## config.mk

```make
export PLATFORM = sky130hd
export DESIGN_NAME = lif_array
export DESIGN_NICKNAME = d
export VERILOG_FILES = /design/src/rtl/lif_pkg.sv /design/src/rtl/lif_cell.sv /design/src/rtl/lif_array.sv
export SDC_FILE = /design/constraint.sdc
export NUM_CORES = 1
export LEC_CHECK = 0
export ABC_CLOCK_PERIOD_IN_PS = 5300
export BUFFER_PORTS_ARGS = -buffer_cell sky130_fd_sc_hd__buf_2
export CAP_MARGIN = 25
export CORE_UTILIZATION = 45
export CTS_BUF_LIST = sky130_fd_sc_hd__clkbuf_4 sky130_fd_sc_hd__clkbuf_8
export CTS_CLUSTER_SIZE = 10
export DETAILED_ROUTE_END_ITERATION = 12
export PLACE_DENSITY = 0.72
export SLEW_MARGIN = 15
export SYNTH_ARGS = -nofsm -noshare
export SYNTH_HDL_FRONTEND = slang
export SYNTH_HIERARCHICAL = 1
export SYNTH_SLANG_ARGS = --single-unit
```

## constraint.sdc

```tcl
create_clock -name clk_i -period 5.3 [get_ports clk_i]
set_clock_uncertainty 0.1 [all_clocks]
set_input_delay 1.06 -clock clk_i [delete_from_list [all_inputs] [get_ports clk_i]]
set_output_delay 1.06 -clock clk_i [all_outputs]
set_load 0.01 [all_outputs]
```

## src/rtl/lif_pkg.sv

```systemverilog
// Shared defaults for the leaky integrate-and-fire array and a width-generic saturating add.
package lif_pkg;

  localparam int unsigned LIF_WIDTH        = 8;
  localparam int unsigned LIF_LEAK_SHIFT   = 1;
  localparam int unsigned LIF_REFRAC_STEPS = 2;

  // Unsigned a + b clamped to 2^width-1; supports widths up to 32.
  function automatic logic [31:0] sat_add(input logic [31:0] a, input logic [31:0] b,
                                          input int unsigned width);
    logic [63:0] sum;
    logic [63:0] max_val;
    sum     = {32'd0, a} + {32'd0, b};
    max_val = (64'd1 << width) - 64'd1;
    if (sum > max_val) begin
      sat_add = max_val[31:0];
    end else begin
      sat_add = sum[31:0];
    end
  endfunction

endpackage

```

## src/rtl/lif_cell.sv

```systemverilog
// One leaky integrate-and-fire neuron: membrane register, refractory counter, registered spike.
module lif_cell
  import lif_pkg::*;
#(
  parameter int unsigned WIDTH        = LIF_WIDTH,
  parameter int unsigned LEAK_SHIFT   = LIF_LEAK_SHIFT,
  parameter int unsigned REFRAC_STEPS = LIF_REFRAC_STEPS
) (
  input  logic             clk_i,
  input  logic             reset_i,
  input  logic             step_i,
  input  logic [WIDTH-1:0] current_i,
  input  logic [WIDTH-1:0] threshold_i,
  output logic [WIDTH-1:0] state_o,
  output logic             spike_o,
  output logic             refractory_o,
  output logic             spike_next_o
);

  localparam int unsigned RefW = (REFRAC_STEPS == 0) ? 1 : $clog2(REFRAC_STEPS + 1);

  logic [WIDTH-1:0] state_q, state_d;
  logic [RefW-1:0]  refrac_q, refrac_d;
  logic             spike_q, spike_d;
  logic [WIDTH-1:0] integ;

  // Leaked state plus input current, clamped at full scale.
  assign integ = WIDTH'(sat_add(32'(current_i), 32'(state_q >> LEAK_SHIFT), WIDTH));

  always_comb begin
    state_d  = state_q;
    refrac_d = refrac_q;
    spike_d  = 1'b0;
    if (step_i) begin
      if (refrac_q != '0) begin
        state_d  = '0;
        refrac_d = refrac_q - RefW'(1);
      end else if ((threshold_i != '0) && (integ >= threshold_i)) begin
        spike_d  = 1'b1;
        state_d  = '0;
        refrac_d = RefW'(REFRAC_STEPS);
      end else begin
        state_d = integ;
      end
    end
  end

  always_ff @(posedge clk_i) begin
    if (reset_i) begin
      state_q  <= '0;
      refrac_q <= '0;
      spike_q  <= 1'b0;
    end else begin
      state_q  <= state_d;
      refrac_q <= refrac_d;
      spike_q  <= spike_d;
    end
  end

  assign state_o      = state_q;
  assign spike_o      = spike_q;
  assign refractory_o = (refrac_q != '0);
  assign spike_next_o = spike_d;

endmodule

```

## src/rtl/lif_array.sv

```systemverilog
// Array of LIF neurons stepped by in_valid beats, with out_valid and a saturating spike total.
module lif_array
  import lif_pkg::*;
#(
  parameter int unsigned N_NEURONS    = 4,
  parameter int unsigned WIDTH        = LIF_WIDTH,
  parameter int unsigned LEAK_SHIFT   = LIF_LEAK_SHIFT,
  parameter int unsigned REFRAC_STEPS = LIF_REFRAC_STEPS,
  parameter int unsigned CNT_W        = 16
) (
  input  logic                       clk_i,
  input  logic                       reset_i,
  input  logic                       in_valid_i,
  input  logic [N_NEURONS*WIDTH-1:0] current_i,
  input  logic [WIDTH-1:0]           threshold_i,
  output logic                       out_valid_o,
  output logic [N_NEURONS-1:0]       spike_o,
  output logic [N_NEURONS*WIDTH-1:0] state_o,
  output logic [N_NEURONS-1:0]       refractory_o,
  output logic [CNT_W-1:0]           spike_cnt_o
);

  logic [N_NEURONS-1:0] spike_next;
  logic                 out_valid_q;
  logic [CNT_W-1:0]     cnt_q, cnt_d;
  logic [31:0]          pop;

  for (genvar i = 0; i < N_NEURONS; i++) begin : g_cell
    lif_cell #(
      .WIDTH       (WIDTH),
      .LEAK_SHIFT  (LEAK_SHIFT),
      .REFRAC_STEPS(REFRAC_STEPS)
    ) u_cell (
      .clk_i       (clk_i),
      .reset_i     (reset_i),
      .step_i      (in_valid_i),
      .current_i   (current_i[i*WIDTH +: WIDTH]),
      .threshold_i (threshold_i),
      .state_o     (state_o[i*WIDTH +: WIDTH]),
      .spike_o     (spike_o[i]),
      .refractory_o(refractory_o[i]),
      .spike_next_o(spike_next[i])
    );
  end

  // Count the spikes that land on this edge so spike_cnt tracks spike exactly.
  always_comb begin
    pop = 32'd0;
    for (int i = 0; i < N_NEURONS; i++) begin
      pop = pop + 32'(spike_next[i]);
    end
    cnt_d = CNT_W'(sat_add(32'(cnt_q), pop, CNT_W));
  end

  always_ff @(posedge clk_i) begin
    if (reset_i) begin
      out_valid_q <= 1'b0;
      cnt_q       <= '0;
    end else begin
      out_valid_q <= in_valid_i;
      cnt_q       <= cnt_d;
    end
  end

  assign out_valid_o = out_valid_q;
  assign spike_cnt_o = cnt_q;

endmodule

```

==> flow_summary.json, run 1 <==
{
  "status": "complete, no violations",
  "place.gp.congestion": 0.887,
  "holdPathEnd": "g_cell[0].u_cell/state_o[0]",
  "start_util_pct": 46.8,
  "grt_pass1_wl_um": 22900,
  "fin_nets": 881,
  "reg2reg_from": "g_cell[2].u_cell/state_o[1]",
  "path_clk_slew_ns": 0.07,
  "fin_crit_sh_pct": 99.0,
  "synthTopCellsByArea": "dfxtp_1 24%, ha_1 17%, inv_1 5.3%",
  "finalMaxSlewViolations": 0,
  "maxCapViolations": 0,
  "cp_top_family": "adder cells",
  "grt_util_met2_pct": 43.4,
  "leakage_nw": 3.12,
  "crit_required_ns": 5.40,
  "synth_top_cell_area_share_pct": 23.9,
  "synth_ff_type": "dfxtp_1",
  "synth_nets": 720,
  "final_antenna_net_count": 0,
  "antenna_found_initial": 0,
  "p_comb_share_pct": 48.9,
  "vias_per_cell": 5.71,
  "fp-row-count": 38,
  "max_freq_mhz": 191,
  "grt.busiest_layer": "met2",
  "routed_wl_um": 14100,
  "insertion_delay_ns": 0.35,
  "startpoint_type": "input pin",
  "yosysTopAreaCell": "dfxtp_1",
  "pre_cts_ws_ns": -0.380,
  "cp.arrival_ns": 5.35,
  "hold_violations": 0,
  "grt_max_degree": 46,
  "p_seq_share_pct": 28.2,
  "ff2ff_setup_slack_ns": 0.43,
  "peakVddDrop_mv": 0.148,
  "area_growth_syn_to_layout_pct": 30.3,
  "ios": 100,
  "fin_tns_setup_ns": 0,
  "grt_pass1_vias": 5109,
  "netlist_instances": 601,
  "grt_use_met1_pct": 29.5,
  "ys_ff_latch": 61,
  "die_width_um": 109,
  "h-tree-depth": 3,
  "rsz0062_at_grt": "true",
  "min_from": "g_cell[0].u_cell/state_o[0]",
  "power_density_nw_per_um2": 300,
  "path_class": "input pin to flop",
  "cp_slowest_stage_delay_ns": 0.49,
  "dp_cells": 885,
  "root_buffer": "clkbuf_8",
  "yosysSeqAreaShare_pct": 23.9,
  "gr-total-overflow": 0,
  "cts_tree": "done",
  "netSwitchingFraction_pct": 36.7,
  "drive_above_1_share_pct": 33.2,
  "numCtsBuffers": 9,
  "layout_common_cells": "98 x buf_2, 68 x inv_1, 61 x dfxtp_1",
  "synth_area_per_cell_um2": 8.51,
  "final-setup-viol-count": 0,
  "first_pass_iters": 4,
  "p_total_mw": 2.00,
  "drc": 0,
  "diodes": 0,
  "finalNonFillerCells": 906,
  "switching_power_uw": 735,
  "worst_pin_slew_ns": 0.821,
  "cp.buffers_inverters": 6,
  "cts_buffer_depth": 2,
  "final_common_cell": "buf_2",
  "synth_cell_types": 63,
  "die_h_um": 109,
  "critPathCaptureType": "flop",
  "synth_area_um2": 5120,
  "cp_slowest_cell": "fa_1",
  "path_max_fanout": 5,
  "dieArea_um2": 11800,
  "internal_power_mw": 1.27,
  "fin_ws_ns": 0.0545,
  "dpl.hpwl_um": 10600,
  "p_clk_share_pct": 22.9,
  "hold_depth": 2,
  "vias": 5172,
  "numClockSinks": 61,
  "portBuffers": 99,
  "final_core_util_pct": 61.0,
  "reg2reg_to": "spike_cnt_o[10]",
  "async_reset_ff_share_pct": 0,
  "hold_path_class": "flop to flop",
  "holdBufCountCts": 0,
  "slew_headroom_pct": 45.3,
  "initialDrtViolationCount": 224,
  "wl_per_cell_um": 15.5,
  "met3_usage_pct": 4.42,
  "grt_use_total_pct": 24.1,
  "synth_warnings": 6,
  "synth_edf_count": 0,
  "core_area_um2": 10900,
  "period_minus_slack_ns": 5.25,
  "r2r_cells": 23
}
[logic make-up after synthesis]
kind of cell	share of synthesized area, %
xor+xnor	2.74
simple gates	20.3
mux	2.64
fa+ha+maj	19.6
compound gates	25.2
buf+inv	5.65
flops	23.9
[per-stage QoR]
step	hold WS (ns)	area [um2]
3_3_place_gp	0.349	6160
6_report	0.376	6670
5_1_grt	0.390	6670
2_1_floorplan	0.348	5150
3_5_place_dp	0.362	6160
4_1_cts	0.377	6390
[synth_stat cells (4+ instances only)]
| master | n |
|---|---|
| inv_1 | 72 |
| ha_1 | 69 |
| dfxtp_1 | 61 |
| nor2_1 | 52 |
| a21oi_1 | 34 |
| nand2_1 | 30 |
| o21ai_0 | 23 |
| a22o_1 | 21 |
| nand2b_1 | 14 |
| nand3_1 | 14 |
| xor2_1 | 13 |
| o21ai_1 | 12 |
| mux2i_1 | 9 |
| nor4_1 | 9 |
| nor3_1 | 8 |
| or3_4 | 8 |
| a31oi_1 | 7 |
| fa_1 | 7 |
| nor2b_1 | 7 |
| nor3b_1 | 7 |
| o211ai_1 | 7 |
| o21a_1 | 7 |
| a32o_1 | 6 |
| o2111ai_1 | 6 |
| o21bai_1 | 5 |
| or2_2 | 5 |
| a211o_1 | 4 |
| a211oi_1 | 4 |
| a21o_1 | 4 |
| and2_1 | 4 |
| nor2b_4 | 4 |
[what timing repair did]
| item | in CTS | in global routing |
|---|---|---|
| pin swaps | 0 | 24 |
| endpoints found under the setup margin | 15 | 16 |
| setup buffers | 0 | 6 |
| gates resized for setup | 3 | 43 |
[how the worst max path moves through the flow]
stage,slack [ns],startpoint,cells past startpoint,to
detailed placement,-0.38,current_i[0],24,spike_cnt_o[10]
floorplan,-0.003,current_i[0],20,spike_cnt_o[15]
global placement,-0.25,current_i[0],24,spike_cnt_o[10]
CTS,0.02,current_i[16],24,spike_cnt_o[0]
global route,-0.15,current_i[16],24,spike_cnt_o[10]
finish,0.05,current_i[0],25,spike_cnt_o[10]
[worst min-delay path, cell delays in order, from the launching register on]
cell and delay (ns):
dfxtp_1 0.32, nand2_1 0.05, o21ai_1 0.06
[registers in the layout, indices dropped and copies added (netlist names)]
signal and cells:
g_cell.u_cell/state_o 32, g_cell.u_cell/refrac_q 8, g_cell.u_cell/spike_o 4, out_valid_o 1, spike_cnt_o 16
[power by group through the flow]
stage               clock network, mW  logic [mW]  registers [mW]
finish                          0.458       0.978           0.565
global route                    0.484        1.09           0.570
CTS                             0.465       0.894           0.563
detailed placement                  0       0.878           0.573
global placement                    0       0.839           0.571
floorplan                           0       0.556           0.583
[cell type report]
type | instances | area [um2]
Timing Repair Buffer | 154 | 922
Tap cell | 140 | 175
Inverter | 72 | 270
Multi-Input combinational cell | 464 | 3870
Sequential cell | 61 | 1220
Clock inverter | 5 | 75.1
Fill cell | 946 | 4270
Clock buffer | 10 | 138
[routing by layer]
metal | up-vias | share of wire, %
li1 | 2522 | -
met4 | 0 | 1.4
met3 | 22 | 3.7
met2 | 119 | 51
met5 | - | 0
met1 | 2509 | 44
Note: power is estimated with default switching activity, not from simulation.
==> run 2: changes to the inputs <==
Settings changed: CORE_UTILIZATION 45 to 52, PLACE_DENSITY 0.72 to 0.81.
==> run 2 against run 1 <==
  * The run now ends with setup timing left
  * Register-to-register slack got worse by 0.03 ns
  * Sequential cell count unchanged
  * Power decreased by 4.0%
  * Wire length decreased by 0.12%
  * Cell count decreased by 2.0%
  * Clock power decreased by 11%
  * Global-route usage increased by 2.2 points
  * Fmax decreased by 1.2%
  * Hold slack got worse by 0.010 ns
  * Largest cell class unchanged
==> flow_summary.json, run 2 (synthesized netlist as in run 1, its figures left out) <==
{
  "grt_use_total_pct": 26.3,
  "critPathCaptureType": "flop",
  "layout_common_cells": "97 x buf_2, 68 x inv_1, 62 x ha_1",
  "numCtsBuffers": 9,
  "status": "complete, but fails checks",
  "grt_pass1_wl_um": 21500,
  "filler_cell_count": 758,
  "drc": 0,
  "ff2ff_setup_slack_ns": 0.40,
  "final_common_cell": "buf_2",
  "die_h_um": 101,
  "rsz0062_at_grt": "true",
  "final_core_util_pct": 70.4,
  "finalHoldWorstSlack_ns": 0.366,
  "fp-row-count": 35,
  "fin_nets": 873,
  "slew_headroom_pct": 43.6,
  "core_area_um2": 9370,
  "path_clk_slew_ns": 0.06,
  "start_util_pct": 54.6,
  "cp.arrival_ns": 5.47,
  "die_width_um": 101,
  "diodes": 0,
  "fin_ws_ns": -0.0117,
  "initialDrtViolationCount": 200,
  "gr-total-overflow": 0,
  "cts_tree": "done",
  "first_pass_iters": 5,
  "crit_required_ns": 5.46,
  "period_minus_slack_ns": 5.31,
  "path_class": "input pin to flop",
  "finalMaxSlewViolations": 0,
  "finalNonFillerCells": 888,
  "max_freq_mhz": 188,
  "path_max_fanout": 5,
  "root_buffer": "clkbuf_8",
  "hold_violations": 0,
  "cts_buffer_depth": 2,
  "insertion_delay_ns": 0.34,
  "power_density_nw_per_um2": 292,
  "final-setup-viol-count": 2,
  "maxCapViolations": 0,
  "h-tree-depth": 3,
  "place.gp.congestion": 0.895,
  "dieArea_um2": 10200,
  "antenna_found_initial": 0,
  "largest_reg_flops": 32,
  "final_antenna_net_count": 0,
  "vias_per_cell": 5.78,
  "numClockSinks": 61,
  "ios": 100,
  "dpl.hpwl_um": 10300,
  "grt_pass1_vias": 4807,
  "portBuffers": 99,
  "routed_wl_um": 14000,
  "wl_per_cell_um": 15.8,
  "startpoint_type": "input pin",
  "peakVddDrop_mv": 0.170,
  "failed_checks": "setup timing",
  "drive_above_1_share_pct": 32.5,
  "area_growth_syn_to_layout_pct": 28.9,
  "hold_path_class": "flop to flop",
  "fin_crit_sh_pct": 100,
  "dp_cells": 868,
  "worst_pin_slew_ns": 0.846,
  "grt_max_degree": 46,
  "vias": 5135,
  "leakage_nw": 3.09
}
-- run 2: cell type report --
type                    count  area [um2]  area share, %
clock inverters             7        66.3           1.01
multi-input cells         464        3880           58.8
clock buffers               9         124           1.88
repair buffers            146         872           13.2
inverters                  72         270           4.10
flip-flops and latches     61        1220           18.5
well taps                 129         161           2.45
-- run 2: layer usage --
| layer | GRT usage [%] | wire length (um) | share of wire, % | vias to the layer above |
|---|---|---|---|---|
| met5 | 0 | 0 | 0 | - |
| met4 | 9.92 | 368 | 2.6 | 0 |
| li1 | - | - | - | 2505 |
| met1 | 32.2 | 6130 | 44 | 2474 |
| met2 | 46.3 | 7090 | 50 | 123 |
| met3 | 4.21 | 469 | 3.3 | 33 |
-- run 2: through the flow --
| step | worst slack (ns) | total power [mW] | TNS, ns | area (um2) |
|---|---|---|---|---|
| after detailed placement | -0.438 | 1.43 | -5.97 | 6110 |
| after CTS | 0.00250 | 1.84 | 0 | 6310 |
| final | -0.0117 | 1.92 | -0.0121 | 6590 |
| after global routing | -0.195 | 2.06 | -2.21 | 6590 |
| after floorplan | -0.00304 | 1.14 | -0.00304 | 5150 |
| after global placement | -0.159 | 1.39 | -2.21 | 6110 |
-- run 2: power by group --
part           leakage (nW)  internal [mW]  total, mW  switching [mW]
Sequential            0.497          0.515      0.563          0.0480
Combinational          2.49          0.460      0.953           0.493
Clock                0.0987          0.214      0.407           0.192
-- run 2: critical path, stage by stage --
cell	delay, ns
buf_6	0.10
ha_4	0.15
inv_2	0.06
fa_2	0.24
nor2b_4	0.06
o31a_2	0.30
o21ai_1	0.25
nand3_1	0.16
ha_1	0.33
a2111oi_4	0.37
o21ba_4	0.19
or2_4	0.13
nor2_4	0.04
fa_1	0.50
inv_2	0.04
fa_2	0.36
inv_2	0.07
fa_2	0.23
nand3_4	0.12
nor3_4	0.29
nand2_2	0.13
buf_6	0.15
a31oi_1	0.14
-- run 2: repair_timing --
action                     CTS  global route
pin swaps                    0            33
resized for setup            3            47
buffers inserted             0             4
setup endpoints to repair   14            16
hold buffers                 0             0
-- run 2: path summary, 6_finish.rpt --
kind | start | cells after the start | end
hold / removal | g_cell[0].u_cell/state_o[0] | 2 | g_cell[0].u_cell/state_o[0]
setup / recovery | current_i[0] | 23 | spike_cnt_o[15]
hold reg to reg | g_cell[0].u_cell/state_o[0] | 2 | g_cell[0].u_cell/state_o[0]
setup reg to reg | g_cell[2].u_cell/state_o[1] | 23 | spike_cnt_o[15]
==> run 3: changes to the inputs <==
Settings changed: REMOVE_ABC_BUFFERS set to 1.
==> run 3 against run 2 <==
  * The run now ends clean
  * Critical path type unchanged
  * Combinational power up 4.1%
  * Critical path depth unchanged
  * Setup slack better by 0.067 ns
  * Sequential power about the same
  * Cell count up 2.1%
  * Non-clock buffer count up 19
  * Fmax up 1.3%
  * Sequential cell count unchanged
==> flow_summary.json, run 3 (synthesized netlist as in run 1, its figures left out) <==
{
  "ios": 100,
  "peakVddDrop_mv": 0.154,
  "initialDrtViolationCount": 241,
  "h-tree-depth": 3,
  "path_clk_slew_ns": 0.09,
  "place.gp.congestion": 0.884,
  "grt_pass1_wl_um": 23300,
  "die_h_um": 101,
  "dpl.hpwl_um": 10600,
  "final-setup-viol-count": 0,
  "drc": 0,
  "switching_power_uw": 771,
  "cts_buffer_depth": 2,
  "slew_headroom_pct": 47.9,
  "fin_tns_setup_ns": 0,
  "core_area_um2": 9370,
  "internal_power_mw": 1.31,
  "vias_per_cell": 5.97,
  "max_freq_mhz": 191,
  "final_antenna_net_count": 0,
  "fin_crit_sh_pct": 98.9,
  "diodes": 0,
  "antenna_found_initial": 0,
  "root_buffer": "clkbuf_8",
  "insertion_delay_ns": 0.35,
  "p_seq_share_pct": 27.2,
  "path_max_fanout": 4,
  "leakage_nw": 3.22,
  "gr-total-overflow": 0,
  "cp.arrival_ns": 5.34,
  "cts_tree": "done",
  "numClockSinks": 61,
  "layout_common_cells": "98 x buf_2, 69 x inv_1, 65 x ha_1",
  "p_clk_share_pct": 25.0,
  "crit_required_ns": 5.40,
  "fin_nets": 892,
  "maxCapViolations": 0,
  "netSwitchingFraction_pct": 37.1,
  "p_total_mw": 2.08,
  "hold_path_class": "flop to flop",
  "grt_pass1_vias": 5140,
  "drive_above_1_share_pct": 33.5,
  "status": "complete, no violations",
  "critPathCaptureType": "flop",
  "dieArea_um2": 10200,
  "path_class": "input pin to flop",
  "worst_pin_slew_ns": 0.782,
  "pre_cts_ws_ns": -0.529,
  "start_util_pct": 54.6,
  "portBuffers": 99,
  "startpoint_type": "input pin",
  "finalHoldWorstSlack_ns": 0.376,
  "holdBufCountCts": 0,
  "grt_use_total_pct": 28.2,
  "vias": 5415,
  "routed_wl_um": 15300,
  "finalMaxSlewViolations": 0,
  "largest_reg_flops": 32,
  "power_density_nw_per_um2": 307,
  "p_comb_share_pct": 47.8,
  "fin_ws_ns": 0.0557,
  "grt_max_degree": 46,
  "rsz0062_at_grt": "true",
  "die_width_um": 101,
  "period_minus_slack_ns": 5.24,
  "final_common_cell": "buf_2",
  "fp-row-count": 35,
  "final_core_util_pct": 72.3,
  "first_pass_iters": 5,
  "numCtsBuffers": 9,
  "wl_per_cell_um": 16.8,
  "hold_violations": 0,
  "area_growth_syn_to_layout_pct": 32.4
}
## run 3: cell types whose count changed in the layout (fill, tap and decap cells not counted), sizes merged
cell    previous run  this run
clkinv             5         3
buf              146       165
bufinv             1         3
## run 3: power by group through the flow
stage	Sequential (mW)	Clock (mW)	Combinational (mW)
after floorplan	0.581	0	0.550
after global placement	0.568	0	0.840
after detailed placement	0.571	0	0.884
after CTS	0.562	0.525	0.908
after global routing	0.572	0.550	1.09
final	0.565	0.519	0.992
## run 3: path summary, 6_finish.rpt
check | start | end | slack [ns] | cells after the start
setup / recovery | current_i[0] | spike_cnt_o[8] | 0.06 | 23
hold / removal | g_cell[0].u_cell/state_o[0] | g_cell[0].u_cell/state_o[0] | 0.38 | 2
setup reg to reg | g_cell[0].u_cell/state_o[1] | spike_cnt_o[8] | 0.42 | 24
hold reg to reg | g_cell[0].u_cell/state_o[0] | g_cell[0].u_cell/state_o[0] | 0.38 | 2
## run 3: layout make-up
class	count	area, um2
Clock buffer	9	124
Clock inverter	7	124
Fill cell	738	2600
Inverter	72	270
Multi-Input combinational cell	464	3860
Sequential cell	61	1220
Tap cell	129	161
Timing Repair Buffer	165	1010
## run 3: per-stage QoR
stage | std cells | cell area (um2)
final | 907 | 6770
after global routing | 907 | 6770
after CTS | 905 | 6540
after detailed placement | 888 | 6230
after global placement | 888 | 6230
after floorplan | 597 | 5100
## run 3: worst max-delay path, cell delays in order
cell and delay, ns:
buf_2 0.10, ha_1 0.20, buf_4 0.15, a211oi_4 0.29, or4b_1 0.16, o2111ai_1 0.12, or3_4 0.36, ha_1 0.31
a21oi_1 0.17, o21ai_0 0.11, o21ba_2 0.25, or2_1 0.13, nor2_2 0.05, fa_1 0.49, inv_2 0.04, fa_2 0.36
inv_2 0.07, fa_2 0.22, nand3_4 0.11, buf_6 0.16, nor3_4 0.19, xnor2_1 0.14, a21oi_1 0.08
## run 3: routing by layer
metal	GRT usage, %	part of all wire (%)	vias to the layer above
met4	8.70	2.4	0
met1	34.2	41	2588
met2	50.9	50	241
met3	4.76	6.1	45
met5	0	0	-
li1	-	-	2541
## run 3: what timing repair did
item                       CTS  global route
pin swaps                    2            25
setup endpoints to repair   16            16
buffers inserted             1             2
resized for setup           12            41
cloned                       0             0
